$ cat src/rtl/sine_pkg.sv
// Shared types and helpers for the sine-wave sample sequencer.
package sine_pkg;

    // Sequencer states: idle, wait for tick, ROM read, capture, hold for handshake
    typedef enum logic [2:0] {
        StIdle,
        StWait,
        StRead,
        StCapt,
        StHold
    } state_e;

    // ROM address width for a given depth (at least one bit)
    function automatic int unsigned addr_w(input int unsigned depth);
        return (depth > 1) ? $clog2(depth) : 1;
    endfunction

endpackage

$ cat src/rtl/sine_tick_div.sv
// Sample-rate divider: counts 0..div and pulses tick on the terminal count.
// Held at zero while clear is high so the first tick lands div+1 cycles later.
module sine_tick_div #(
    parameter int unsigned DIV_W = 16
) (
    input  logic             clk,
    input  logic             rst_n,
    input  logic             clear,
    input  logic [DIV_W-1:0] div,
    output logic             tick
);

    logic [DIV_W-1:0] cnt_q;

    assign tick = !clear && (cnt_q == div);

    // Wrap on tick, park at zero while cleared
    always_ff @(posedge clk or negedge rst_n) begin
        if (!rst_n) begin
            cnt_q <= '0;
        end else if (clear || tick) begin
            cnt_q <= '0;
        end else begin
            cnt_q <= cnt_q + DIV_W'(1);
        end
    end

endmodule

$ cat src/rtl/sine_rom_sequencer.sv
// Phase accumulator and sample sequencer for the synchronous sine ROM.
// One ROM read per sample tick, absorbs the 1-cycle ROM latency and presents
// the sample on a valid/ready stream. Sticky overrun flags dropped ticks.
// Optional: define QUARTER_WAVE_EN for a quarter-cycle ROM with mirrored
// addressing and sign restoration.
module sine_rom_sequencer
    import sine_pkg::*;
#(
    parameter int unsigned WIDTH   = 64,
    parameter int unsigned DEPTH   = 64,
    parameter int unsigned PHASE_W = 32,
    parameter int unsigned DIV_W   = 16,
    localparam int unsigned AW     = addr_w(DEPTH)
) (
    input  logic               clk,
    input  logic               rst_n,
    input  logic               start,
    input  logic               stop,
    input  logic [PHASE_W-1:0] tuning_word,
    input  logic [DIV_W-1:0]   div,
    output logic               rom_en,
    output logic [AW-1:0]      rom_addr,
    input  logic [WIDTH-1:0]   rom_data,
    output logic [WIDTH-1:0]   sample_data,
    output logic               sample_valid,
    input  logic               sample_ready,
    output logic               busy,
    output logic               overrun
);

    state_e             state_q;
    logic [PHASE_W-1:0] phase_q;
    logic [PHASE_W-1:0] tw_q;
    logic [DIV_W-1:0]   div_q;
    logic               stop_pend_q;
    logic               tick;
    logic               stop_now;
    logic [AW-1:0]      rd_addr;
`ifdef QUARTER_WAVE_EN
    logic [AW-1:0]      rd_idx;
    logic               rd_neg;
    logic               neg_q;
`endif

    sine_tick_div #(
        .DIV_W (DIV_W)
    ) u_tick_div (
        .clk   (clk),
        .rst_n (rst_n),
        .clear (state_q == StIdle),
        .div   (div_q),
        .tick  (tick)
    );

    assign stop_now = stop || stop_pend_q;

    // ROM address (and sign in quarter-wave mode) for the current phase
    always_comb begin
`ifdef QUARTER_WAVE_EN
        rd_idx  = phase_q[PHASE_W-3 -: AW];
        // Odd quadrants walk the table backwards: DEPTH-1-i == ~i for power-of-two DEPTH
        rd_addr = phase_q[PHASE_W-2] ? ~rd_idx : rd_idx;
        rd_neg  = phase_q[PHASE_W-1];
`else
        rd_addr = phase_q[PHASE_W-1 -: AW];
`endif
    end

    // Sequencer FSM with registered outputs
    always_ff @(posedge clk or negedge rst_n) begin
        if (!rst_n) begin
            state_q      <= StIdle;
            phase_q      <= '0;
            tw_q         <= '0;
            div_q        <= '0;
            stop_pend_q  <= 1'b0;
            rom_en       <= 1'b0;
            rom_addr     <= '0;
            sample_data  <= '0;
            sample_valid <= 1'b0;
            busy         <= 1'b0;
            overrun      <= 1'b0;
`ifdef QUARTER_WAVE_EN
            neg_q        <= 1'b0;
`endif
        end else begin
            rom_en <= 1'b0;

            // A tick while a sample is in flight is dropped, but phase keeps time
            if (tick && (state_q inside {StRead, StCapt, StHold})) begin
                overrun <= 1'b1;
                phase_q <= phase_q + tw_q;
            end
            if (stop && (state_q != StIdle)) begin
                stop_pend_q <= 1'b1;
            end

            unique case (state_q)
                StIdle: begin
                    if (start && !stop) begin
                        state_q     <= StWait;
                        tw_q        <= tuning_word;
                        div_q       <= div;
                        phase_q     <= '0;
                        overrun     <= 1'b0;
                        stop_pend_q <= 1'b0;
                        busy        <= 1'b1;
                    end
                end
                StWait: begin
                    if (stop_now) begin
                        state_q     <= StIdle;
                        stop_pend_q <= 1'b0;
                        busy        <= 1'b0;
                    end else if (tick) begin
                        state_q  <= StRead;
                        rom_en   <= 1'b1;
                        rom_addr <= rd_addr;
                        phase_q  <= phase_q + tw_q;
`ifdef QUARTER_WAVE_EN
                        neg_q    <= rd_neg;
`endif
                    end
                end
                StRead: begin
                    state_q <= StCapt;
                end
                StCapt: begin
`ifdef QUARTER_WAVE_EN
                    sample_data <= neg_q ? (WIDTH'(0) - rom_data) : rom_data;
`else
                    sample_data <= rom_data;
`endif
                    sample_valid <= 1'b1;
                    state_q      <= StHold;
                end
                StHold: begin
                    if (sample_ready) begin
                        sample_valid <= 1'b0;
                        if (stop_now) begin
                            state_q     <= StIdle;
                            stop_pend_q <= 1'b0;
                            busy        <= 1'b0;
                        end else begin
                            state_q <= StWait;
                        end
                    end
                end
                default: begin
                    state_q <= StIdle;
                    busy    <= 1'b0;
                end
            endcase
        end
    end

endmodule

$ cat config.mk
export PLATFORM = sky130hd
export DESIGN_NAME = sine_rom_sequencer
export DESIGN_NICKNAME = d
export VERILOG_FILES = /design/src/rtl/sine_pkg.sv /design/src/rtl/sine_tick_div.sv /design/src/rtl/sine_rom_sequencer.sv
export SDC_FILE = /design/constraint.sdc
export NUM_CORES = 1
export LEC_CHECK = 0
export CORE_MARGIN = 3
export CORE_UTILIZATION = 51
export DETAILED_ROUTE_END_ITERATION = 6
export PLACE_DENSITY = 0.81
export REMOVE_ABC_BUFFERS = 1
export SLEW_MARGIN = 10
export SYNTH_ARGS = -nofsm -noshare
export SYNTH_HDL_FRONTEND = slang
export SYNTH_HIERARCHICAL = 1
export SYNTH_SLANG_ARGS = --single-unit
$ cat constraint.sdc
create_clock -name clk -period 3.8 [get_ports clk]
set_input_delay 0.76 -clock clk [delete_from_list [all_inputs] [get_ports clk]]
set_output_delay 0.76 -clock clk [all_outputs]
set_load 0.02 [all_outputs]
==> qor.csv <==
stage,metric,value,unit
run_status,status,finished clean,
setup_path,path_class,reg -> reg,
global_route,grt_pass1_wl,31200,um
flow_run,drv_cap,0,
timing,fmax,0.326,GHz
setup_path,cp-start-kind,flop,
setup_path,slowest_stage,fa_1,
global_route,grt_usage,21.4,%
clock_network,clockBufferDepth,2,
setup_path,critPathRequiredTime,4.10,ns
layout,area_delta_synth_final,31.6,%
placement,dp_hpwl,14200,um
timing,finClkSkew,0.0112,ns
min_path,worst_hold_path_type,in -> async,
logic_synthesis,synth-seq-area-share,51.0,%
clock_network,post_cts_resized,0,
placement,gp_routability_congestion,0.859,
clock_network,htree_levels,4,
logic_synthesis,synth_edf_count,0,
route,first_pass_iters,4,
layout,num-nets-final,1047,
route,antenna_left,0,
floorplan,start_util,53.0,%
route,dr_total_vias,6112,
setup_path,crit_arrival,3.37,ns
floorplan,fp.dieArea,18300,um2
layout,final_area,11200,um2
timing,setup_tns,0,ns
timing,tightest_slew,0.864,ns
logic_synthesis,ys_ff_latch,174,
global_route,grt_remaining_overflow,0,
route,drc,0,
timing,hold_violations,0,
global_route,grt_max_degree,84,
logic_synthesis,syn_area,8540,um2
route,avgRoutedWirePerCell,17.3,um
global_route,antenna_found_initial,0,
setup_path,cp-startpoint,phase_q[0],
layout,n_antenna_cell,0,
route,drt_wl_total,19500,um
logic_synthesis,avgSynthCellArea,12.0,um2
placement,io_buffers,190,
power,p_leak,5.00,nW
layout,fin_util,69.8,%
route,drtIter0Drc,362,
power,power_density,505,nW/um2
setup_path,worstSetupEndpointType,flop,
setup_path,worstPathMaxFanout,4,
floorplan,rows,46,
floorplan,pin_count,191,
clock_network,cts_buffers,17,
floorplan,core,16100,um2
clock_network,clockRootBuffer,clkbuf_16,
logic_synthesis,async_reset_ff_share,100,%
power,vdd_ir_drop_max,0.000396,V
setup_path,path_cells,"ha_1, fa_1, a21oi_1, o221a_4, o31a_1, o31ai_2, a31o_2, a221o_1, a21oi_2, xnor2_1, a22o_1",
logic_synthesis,synth_cells,711,
clock_network,cts_sinks,174,
floorplan,die_h,135,um
timing,rsz0062_at_grt,no,
clock_network,ctsHoldBuffers,0,
timing,finalCritPeriodShare,80.8,%
setup_path,worst_path_largest_cell_delay,0.40,ns
timing,finalMaxSlewViolations,0,
layout,drive_above_1_share,19.5,%
timing,post-route-min-period,3.07,ns
floorplan,die_width,135,um
setup_path,worstReg2RegStart,phase_q[0],
timing,setup_viol,0,
clock_network,tritoncts,yes,
clock_network,post_cts_buffers,0,
logic_synthesis,ys.flop_type,dfrtp_1,
clock_network,clkLatencyLatePin,0.42,ns
clock_network,clk_pin_slew,0.07,ns
route,vias_per_cell,5.43,
logic_synthesis,synth_cell_type_count,58,
timing,slew_headroom,42.4,%
global_route,grt_pass1_vias,6183,
placement,placed_cell_area,10700,um2
logic_synthesis,ys_warn_count,6,
==> cells by family (layout without fill, tap and decap cells) <==
family                   Yosys count  count (layout)  share of synthesized area (%)
buffers and inverters             47             246                           2.33
AO/OA/AOI/OAI                    139             139                           12.2
flip-flops                       174             174                           51.0
multiplexers                     125             125                           16.4
AND/OR/NAND/NOR                  141             141                           7.82
XOR/XNOR                          52              52                           5.33
adder cells (fa/ha/maj)           33              33                           4.92
==> cells in the mapped netlist, types with 3 or more instances <==
cell / instances / area [um2]
o21a_1: 6 / 45.0
dfrtp_1: 174 / 4350
nor2b_1: 4 / 25.0
nand2b_1: 3 / 18.8
ha_1: 32 / 400
nor3_1: 12 / 60.1
nand3b_1: 3 / 22.5
o21ai_0: 16 / 80.1
nor4_1: 8 / 50.1
clkbuf_1: 25 / 93.8
inv_1: 15 / 56.3
a21oi_1: 36 / 180
a22o_1: 27 / 236
o31ai_1: 4 / 30.0
nand3_1: 17 / 85.1
and3_1: 4 / 25.0
mux2_2: 119 / 1340
xnor2_1: 26 / 228
nor2_1: 52 / 195
nand4_1: 8 / 50.1
nand2_1: 25 / 93.8
mux2i_1: 6 / 60.1
a21oi_2: 3 / 26.3
a221o_1: 3 / 30.0
a21o_1: 18 / 135
xor2_1: 26 / 228
==> worst max-delay path: cells and delay by family, from the launching register on <==
kind                       cells  cell delay [ns]
AOI/OAI and AO/OA              8             1.88
adders and majority gates      2             0.63
DFF                            1             0.38
xor gates and xnor gates       1             0.07
==> placed cells by master, fill, tap and decap left out, types with 3 or more instances in the layout <==
cell / synthesis / layout
xnor2_1: 26 / 26
o31ai_1: 4 / 4
clkbuf_16: 0 / 17
clkinvlp_4: 0 / 3
a221o_1: 3 / 3
nor2_1: 52 / 52
xor2_1: 26 / 26
nand2_1: 25 / 23
clkinv_2: 0 / 3
nor4_1: 8 / 8
nand3b_1: 3 / 3
inv_1: 15 / 15
o21a_1: 6 / 6
ha_1: 32 / 32
inv_6: 0 / 3
nand2b_1: 3 / 3
nor2b_1: 4 / 3
a21o_1: 18 / 18
nand4_1: 8 / 8
a21oi_1: 36 / 35
a21oi_2: 3 / 4
o21ai_0: 16 / 16
and3_1: 4 / 4
a22o_1: 27 / 27
mux2_2: 119 / 119
mux2i_1: 6 / 6
clkdlybuf4s50_1: 0 / 189
dfrtp_1: 174 / 174
nand3_1: 17 / 17
nor3_1: 12 / 12
buf_4: 0 / 8
==> flip-flops by register name, indices dropped and copies added (netlist names) <==
register and cells:
rom_addr 6, div_q 16, phase_q 32, u_tick_div/cnt_q 16, busy 1, sample_data 64
stop_pend_q 1, sample_valid 1, tw_q 32, rom_en 1, state_q 3, overrun 1
==> power by group <==
| group | total [mW] | internal [mW] | switching (mW) |
|---|---|---|---|
| sequential | 2.42 | 2.18 | 0.247 |
| clock | 1.72 | 0.990 | 0.732 |
| combinational | 1.53 | 0.766 | 0.765 |
| total | 5.68 | 3.93 | 1.74 |
==> area by class of cell <==
cell class              instances  area, um2
well taps                     216        270
flip-flops and latches        174       4350
clock inverters                12        133
fillers                      1164       4870
repair buffers                199       1980
inverters                      15       56.3
multi-input cells             490       4000
clock buffers                  20        447
==> per-layer routing <==
metal  track usage [%]  wire, um  vias to the layer above
met5                 0         0                        -
met4              5.54       324                        0
met3              4.31       583                       24
met2              36.7     10100                      116
met1              27.9      8500                     3015
li1                  -         -                     2957
==> through the flow <==
step                total power [mW]  hold slack [ns]  worst slack, ns  std cells
CTS                             5.72            0.271            0.742       1126
floorplan                       3.45            0.464            0.554        679
global placement                3.93            0.486            0.807       1094
global route                    6.01            0.288            0.566       1126
detailed placement              3.98            0.492            0.767       1094
finish                          5.68            0.272            0.730       1126
==> final timing paths <==
path                            slack (ns)  cells after the start              end
worst max-delay path                  0.73                     11      phase_q[24]
worst min-delay path                  0.27                      1       phase_q[8]
worst max register to register        0.73                     11      phase_q[24]
worst min register to register        0.50                      1  sample_data[42]
max in group asynchronous             2.58                      2   sample_data[9]
min in group clk                      0.50                      1  sample_data[42]
No activity file was read; power rests on OpenSTA's default activity.
